File: src/rtl/lsu_mem_adapter.sv
// rtl/lsu_mem_adapter.sv - byte/half/word load-store adapter onto a word-wide memory with ack timeout
//   core side  : req_i/we_i/size_i/unsigned_i/addr_i/wdata_i in; busy_o/done_o/err_o/rdata_o out
//   memory side: mem_rd_en_o/mem_wr_en_o/mem_addr_o/mem_data_o out; mem_data_i/mem_ack_i in
module lsu_mem_adapter #(
    parameter int ACK_TIMEOUT = 16
) (
    input  logic        clk,
    input  logic        rst_n,
    input  logic        req_i,
    input  logic        we_i,
    input  logic [1:0]  size_i,
    input  logic        unsigned_i,
    input  logic [31:0] addr_i,
    input  logic [31:0] wdata_i,
    output logic        busy_o,
    output logic        done_o,
    output logic        err_o,
    output logic [31:0] rdata_o,
    output logic        mem_rd_en_o,
    output logic        mem_wr_en_o,
    output logic [31:0] mem_addr_o,
    output logic [31:0] mem_data_o,
    input  logic [31:0] mem_data_i,
    input  logic        mem_ack_i
);

    localparam int CW = $clog2(ACK_TIMEOUT + 1);
    // cnt holds the number of cycles since the enable pulse; the wait gives up
    // once it reaches ACK_TIMEOUT-1 so done lands ACK_TIMEOUT cycles after the pulse.
    localparam logic [CW-1:0] CNT_LAST = CW'(ACK_TIMEOUT - 1);

    typedef enum logic [2:0] {IDLE, RD, RD_WAIT, WR, WR_WAIT} state_t;

    state_t        state, state_d;
    logic [CW-1:0] cnt, cnt_d;
    logic          we_q, we_d;
    logic [1:0]    size_q, size_d;
    logic          uns_q, uns_d;
    logic [1:0]    off_q, off_d;
    logic [31:0]   wdata_q, wdata_d;
    logic          busy_d, done_d, err_d, rd_en_d, wr_en_d;
    logic [31:0]   rdata_d, mem_addr_d, mem_data_d;

    function automatic logic is_illegal(input logic [1:0] size, input logic [1:0] off);
        case (size)
            2'b00:   return 1'b0;
            2'b01:   return off[0];
            2'b10:   return (off != 2'b00);
            default: return 1'b1;
        endcase
    endfunction

    function automatic logic [31:0] extract(input logic [31:0] word, input logic [1:0] size,
                                            input logic [1:0] off, input logic uns);
        logic [7:0]  b;
        logic [15:0] h;
        b = word[{off, 3'b000} +: 8];
        h = word[{off[1], 4'b0000} +: 16];
        case (size)
            2'b00:   return uns ? {24'h0, b} : {{24{b[7]}}, b};
            2'b01:   return uns ? {16'h0, h} : {{16{h[15]}}, h};
            default: return word;
        endcase
    endfunction

    // Read-modify-write merge: only the addressed lane(s) take store data.
    function automatic logic [31:0] merge(input logic [31:0] word, input logic [1:0] size,
                                          input logic [1:0] off, input logic [31:0] wd);
        logic [31:0] m;
        m = word;
        case (size)
            2'b00:   m[{off, 3'b000} +: 8] = wd[7:0];
            2'b01:   m[{off[1], 4'b0000} +: 16] = wd[15:0];
            default: m = wd;
        endcase
        return m;
    endfunction

    always_comb begin
        state_d    = state;
        cnt_d      = cnt;
        we_d       = we_q;
        size_d     = size_q;
        uns_d      = uns_q;
        off_d      = off_q;
        wdata_d    = wdata_q;
        done_d     = 1'b0;
        err_d      = 1'b0;
        rdata_d    = rdata_o;
        mem_addr_d = mem_addr_o;
        mem_data_d = mem_data_o;

        case (state)
            IDLE: begin
                // mem_ack_i is deliberately not looked at here: stray/late acks vanish.
                if (req_i) begin
                    we_d    = we_i;
                    size_d  = size_i;
                    uns_d   = unsigned_i;
                    off_d   = addr_i[1:0];
                    wdata_d = wdata_i;
                    if (is_illegal(size_i, addr_i[1:0])) begin
                        done_d = 1'b1;
                        err_d  = 1'b1;
                    end else begin
                        mem_addr_d = {addr_i[31:2], 2'b00};
                        cnt_d      = '0;
                        if (we_i && size_i == 2'b10) begin
                            mem_data_d = wdata_i;
                            state_d    = WR;
                        end else begin
                            state_d = RD;
                        end
                    end
                end
            end
            RD: begin
                state_d = RD_WAIT;
                cnt_d   = cnt + 1'b1;
            end
            RD_WAIT: begin
                if (mem_ack_i) begin
                    if (we_q) begin
                        mem_data_d = merge(mem_data_i, size_q, off_q, wdata_q);
                        cnt_d      = '0;
                        state_d    = WR;
                    end else begin
                        rdata_d = extract(mem_data_i, size_q, off_q, uns_q);
                        done_d  = 1'b1;
                        state_d = IDLE;
                    end
                end else if (cnt == CNT_LAST) begin
                    done_d  = 1'b1;
                    err_d   = 1'b1;
                    state_d = IDLE;
                end else begin
                    cnt_d = cnt + 1'b1;
                end
            end
            WR: begin
                state_d = WR_WAIT;
                cnt_d   = cnt + 1'b1;
            end
            WR_WAIT: begin
                if (mem_ack_i) begin
                    done_d  = 1'b1;
                    state_d = IDLE;
                end else if (cnt == CNT_LAST) begin
                    done_d  = 1'b1;
                    err_d   = 1'b1;
                    state_d = IDLE;
                end else begin
                    cnt_d = cnt + 1'b1;
                end
            end
            default: state_d = IDLE;
        endcase

        // Enables are registered from the next state, so each is high only in RD / WR.
        busy_d  = (state_d != IDLE);
        rd_en_d = (state_d == RD);
        wr_en_d = (state_d == WR);
    end

    always_ff @(posedge clk or negedge rst_n) begin
        if (!rst_n) begin
            state       <= IDLE;
            cnt         <= '0;
            we_q        <= 1'b0;
            size_q      <= 2'b00;
            uns_q       <= 1'b0;
            off_q       <= 2'b00;
            wdata_q     <= '0;
            busy_o      <= 1'b0;
            done_o      <= 1'b0;
            err_o       <= 1'b0;
            rdata_o     <= '0;
            mem_rd_en_o <= 1'b0;
            mem_wr_en_o <= 1'b0;
            mem_addr_o  <= '0;
            mem_data_o  <= '0;
        end else begin
            state       <= state_d;
            cnt         <= cnt_d;
            we_q        <= we_d;
            size_q      <= size_d;
            uns_q       <= uns_d;
            off_q       <= off_d;
            wdata_q     <= wdata_d;
            busy_o      <= busy_d;
            done_o      <= done_d;
            err_o       <= err_d;
            rdata_o     <= rdata_d;
            mem_rd_en_o <= rd_en_d;
            mem_wr_en_o <= wr_en_d;
            mem_addr_o  <= mem_addr_d;
            mem_data_o  <= mem_data_d;
        end
    end

endmodule

File: config.mk
export PLATFORM = sky130hd
export DESIGN_NAME = lsu_mem_adapter
export DESIGN_NICKNAME = d
export VERILOG_FILES = /design/src/rtl/lsu_mem_adapter.sv
export SDC_FILE = /design/constraint.sdc
export NUM_CORES = 1
export LEC_CHECK = 0
export BUFFER_PORTS_ARGS = -buffer_cell sky130_fd_sc_hd__buf_2
export CAP_MARGIN = 0
export CELL_PAD_IN_SITES_DETAIL_PLACEMENT = 1
export CELL_PAD_IN_SITES_GLOBAL_PLACEMENT = 2
export CORE_ASPECT_RATIO = 2
export CORE_MARGIN = 8
export CORE_UTILIZATION = 33
export CTS_CLUSTER_DIAMETER = 30
export DETAILED_ROUTE_END_ITERATION = 12
export GPL_ROUTABILITY_DRIVEN = 0
export MAX_ROUTING_LAYER = met4
export PLACE_DENSITY_LB_ADDON = 0.1
export REMOVE_ABC_BUFFERS = 1
export SYNTH_ARGS = -nofsm -noshare
export SYNTH_HDL_FRONTEND = slang
export SYNTH_SLANG_ARGS = --single-unit
File: constraint.sdc
create_clock -name clk -period 3 [get_ports clk]
set_clock_uncertainty 0.15 [all_clocks]
set_input_delay 0.15 -clock clk [delete_from_list [all_inputs] [get_ports clk]]
set_output_delay 0.15 -clock clk [all_outputs]
set_load 0.02 [all_outputs]
==> flow_summary.toml <==
[global_routing]
first_global_vias = 8462
grtUsageTotal = 0.231
grt_antenna_before_repair = 0
grt_pass1_wl_um = 50900
grt_overflow = 0
grt_max_degree = 52

[die]
die_h_um = 236
rows = 80
die_width_um = 126
die-area_um2 = 29800
start_util = 0.336
core_region_area_um2 = 23800
ios = 205

[finish]
ff_latch_area_um2 = 3630
multi_input_area_um2 = 4060
antenna_cells = 0
fillers = 2719
nNetsFinal = 1198
drive_above_1_share = 0.340
area_delta_synth_final_pct = 37.2

[place]
portBuffers = 202
dp_hpwl_um = 23200

[pwr]
p_leak_nw = 5.08
total_power_w = 0.0116
p_per_area_nw_per_um2 = 1060
vdd_drop_max_mv = 0.561

[setup_path]
crit_fanout = 10
arrival_ns = 2.78
crit_required_ns = 3.19
startpoint_type = "flip-flop"
end_kind = "flip-flop"
worstSetupPathType = "flip-flop to flip-flop"

[timing]
finalMaxSlewViolations = 0
fmax_mhz = 385
max_slew_margin = 0.257
fin_hold_ws_ns = 0.0341
finalCritPeriodShare = 0.865
tightest_slew_ns = 1.11
finalCriticalPeriod_ns = 2.59
rsz0062_at_grt = "false"
setup_viol = 0
finalHoldViolCount = 0

[yosys]
netlist_area_um2 = 8000
synthDistinctLibCells = 57
ys_ff_latch = 145
syn_area_per_cell_um2 = 10.0
synthCells = 796
synth-edff-count = 0
ys_async_sr_fraction = 1.00
yosys_warnings = 0
synth_seq_area_share = 0.454
synthFlopType = "dfrtp_1"

[detailed_routing]
dr.pass1.iters = 7
postRouteAntennaNets = 0
wl_per_cell_um = 23.6
vias = 7616
drc = 0
routed_via_density = 5.50
drtIter0Drc = 509
totalWireLength_um = 32700

[clocking]
cts_root_buffer = "clkbuf_16"
cts_tree = "done"
post-cts-setup-buffers = 0
insertion_delay_ns = 0.44
cts_buffers = 17
cts_sinks = 145
ctsHoldBuffers = 100
clk_path_buf_depth = 2
cts-htree-levels = 4
clkTransAtPathRegs_ns = 0.06
post_cts_resized = 0

[status]
status = "complete, no violations"

[run]
max-cap-violations = 0

[hold_path]
hp-class = "input port to flip-flop"
placed cells by master, fill, tap and decap left out, types with 18 or more instances in the layout:
master,instances
nand2_1,38
nand3_1,26
buf_2,201
nor2_1,59
dfrtp_1,144
a21oi_1,49
o21ai_0,31
nor2b_1,70
dlygate4sd3_1,100
mux2_2,73
a31o_2,24
buf_4,29
o31ai_1,34
a31oi_1,18
kinds of logic (layout without fill, tap and decap cells):
| group | count (synthesis) | after routing | synth area share |
|---|---|---|---|
| AO/OA/AOI/OAI | 229 | 229 | 0.204 |
| adder cells (fa/ha/maj) | 9 | 9 | 0.0141 |
| buffers and inverters | 78 | 379 | 0.0405 |
| flip-flops | 145 | 145 | 0.454 |
| multiplexers | 77 | 77 | 0.109 |
| other | 1 | 2 | 0.000469 |
| AND/OR/NAND/NOR | 257 | 257 | 0.178 |
state kept, by name, summed over array words and instances, names as in the netlist, 2 cells and up:
register and cells:
cnt 5, mem_addr_o 30, mem_data_o 32, off_q 2
rdata_o 32, size_q 2, state 3, wdata_q 32
path summary, 6_finish.rpt:
check                      slack [ns]                    endpoint                    from  cells past startpoint
setup reg to reg                 0.41  mem_data_o[21]$_DFFE_PN0P_    off_q[1]$_DFFE_PN0P_                      6
setup / recovery                 0.41  mem_data_o[21]$_DFFE_PN0P_    off_q[1]$_DFFE_PN0P_                      6
min in group asynchronous        0.06     rdata_o[25]$_DFFE_PN0P_                   rst_n                      2
max in group asynchronous        1.92      wdata_q[0]$_DFFE_PN0P_                   rst_n                      3
hold / removal                   0.03      rdata_o[7]$_DFFE_PN0P_           mem_data_i[7]                      4
hold reg to reg                  0.32      rdata_o[3]$_DFFE_PN0P_  rdata_o[3]$_DFFE_PN0P_                      2
per-stage QoR:
step            util  setup TNS, ns  std cells  area (um2)  worst slack, ns
2_1_floorplan      -         -78.79        733        7730            -1.29
3_3_place_gp   0.394              0       1253        9380            0.547
3_5_place_dp   0.394              0       1253        9380            0.417
4_1_cts        0.461              0       1385       11000            0.427
5_1_grt        0.461              0       1385       11000            0.229
6_report       0.461              0       1385       11000            0.406
per-layer routing:
metal  wire [um]  global-route usage
met2       17300               0.407
met1       12200               0.236
met5           0                   -
met4        1770               0.133
met3        1400              0.0429
worst max-delay path, cell delays in order (launching register included):
cell and delay (ns):
dfrtp_1 0.50, inv_1 0.18, ha_1 0.36, nor2b_1 0.74
a31o_2 0.26, a221oi_1 0.07, o31ai_1 0.22
Yosys cell counts (2+ instances only):
cell type,n,area [um2]
nand3_1,26,130
nor3b_2,2,25.0
o2bb2ai_1,2,17.5
and3_1,9,56.3
inv_1,13,48.8
or3_1,4,25.0
o32ai_1,2,17.5
mux2i_1,3,30.0
o211a_1,8,80.1
clkbuf_1,47,176
nand2b_1,16,100
a21oi_1,49,245
mux2_2,73,822
and3b_1,17,149
nor3_1,2,10.0
buf_6,2,22.5
a221oi_1,17,149
buf_2,7,35.0
a222oi_1,5,50.1
buf_4,2,15.0
o211ai_1,9,67.6
or2_2,2,12.5
nor2_1,59,221
buf_1,6,22.5
and2_1,2,12.5
a31o_2,24,210
nor3b_1,3,22.5
nand2_1,38,143
nor2b_1,70,438
a221o_1,16,160
o31ai_1,34,255
o21ai_0,31,155
ha_1,9,113
or3b_2,3,26.3
a31oi_1,18,113
dfrtp_1,145,3630
where the power goes:
group	internal, W	switching, W	total (W)
clock network	0.00131	0.000847	0.00216
logic	0.00231	0.00353	0.00584
registers	0.00289	0.000734	0.00362
cell type report:
type	count	area share
clock inverter	9	0.00958
inverter	14	0.00479
timing repair buffer	333	0.207
tap	287	0.0327
clock buffer	23	0.0445
sequential	145	0.331
multi-input combinational	574	0.370
No activity file was read; power rests on OpenSTA's default activity.
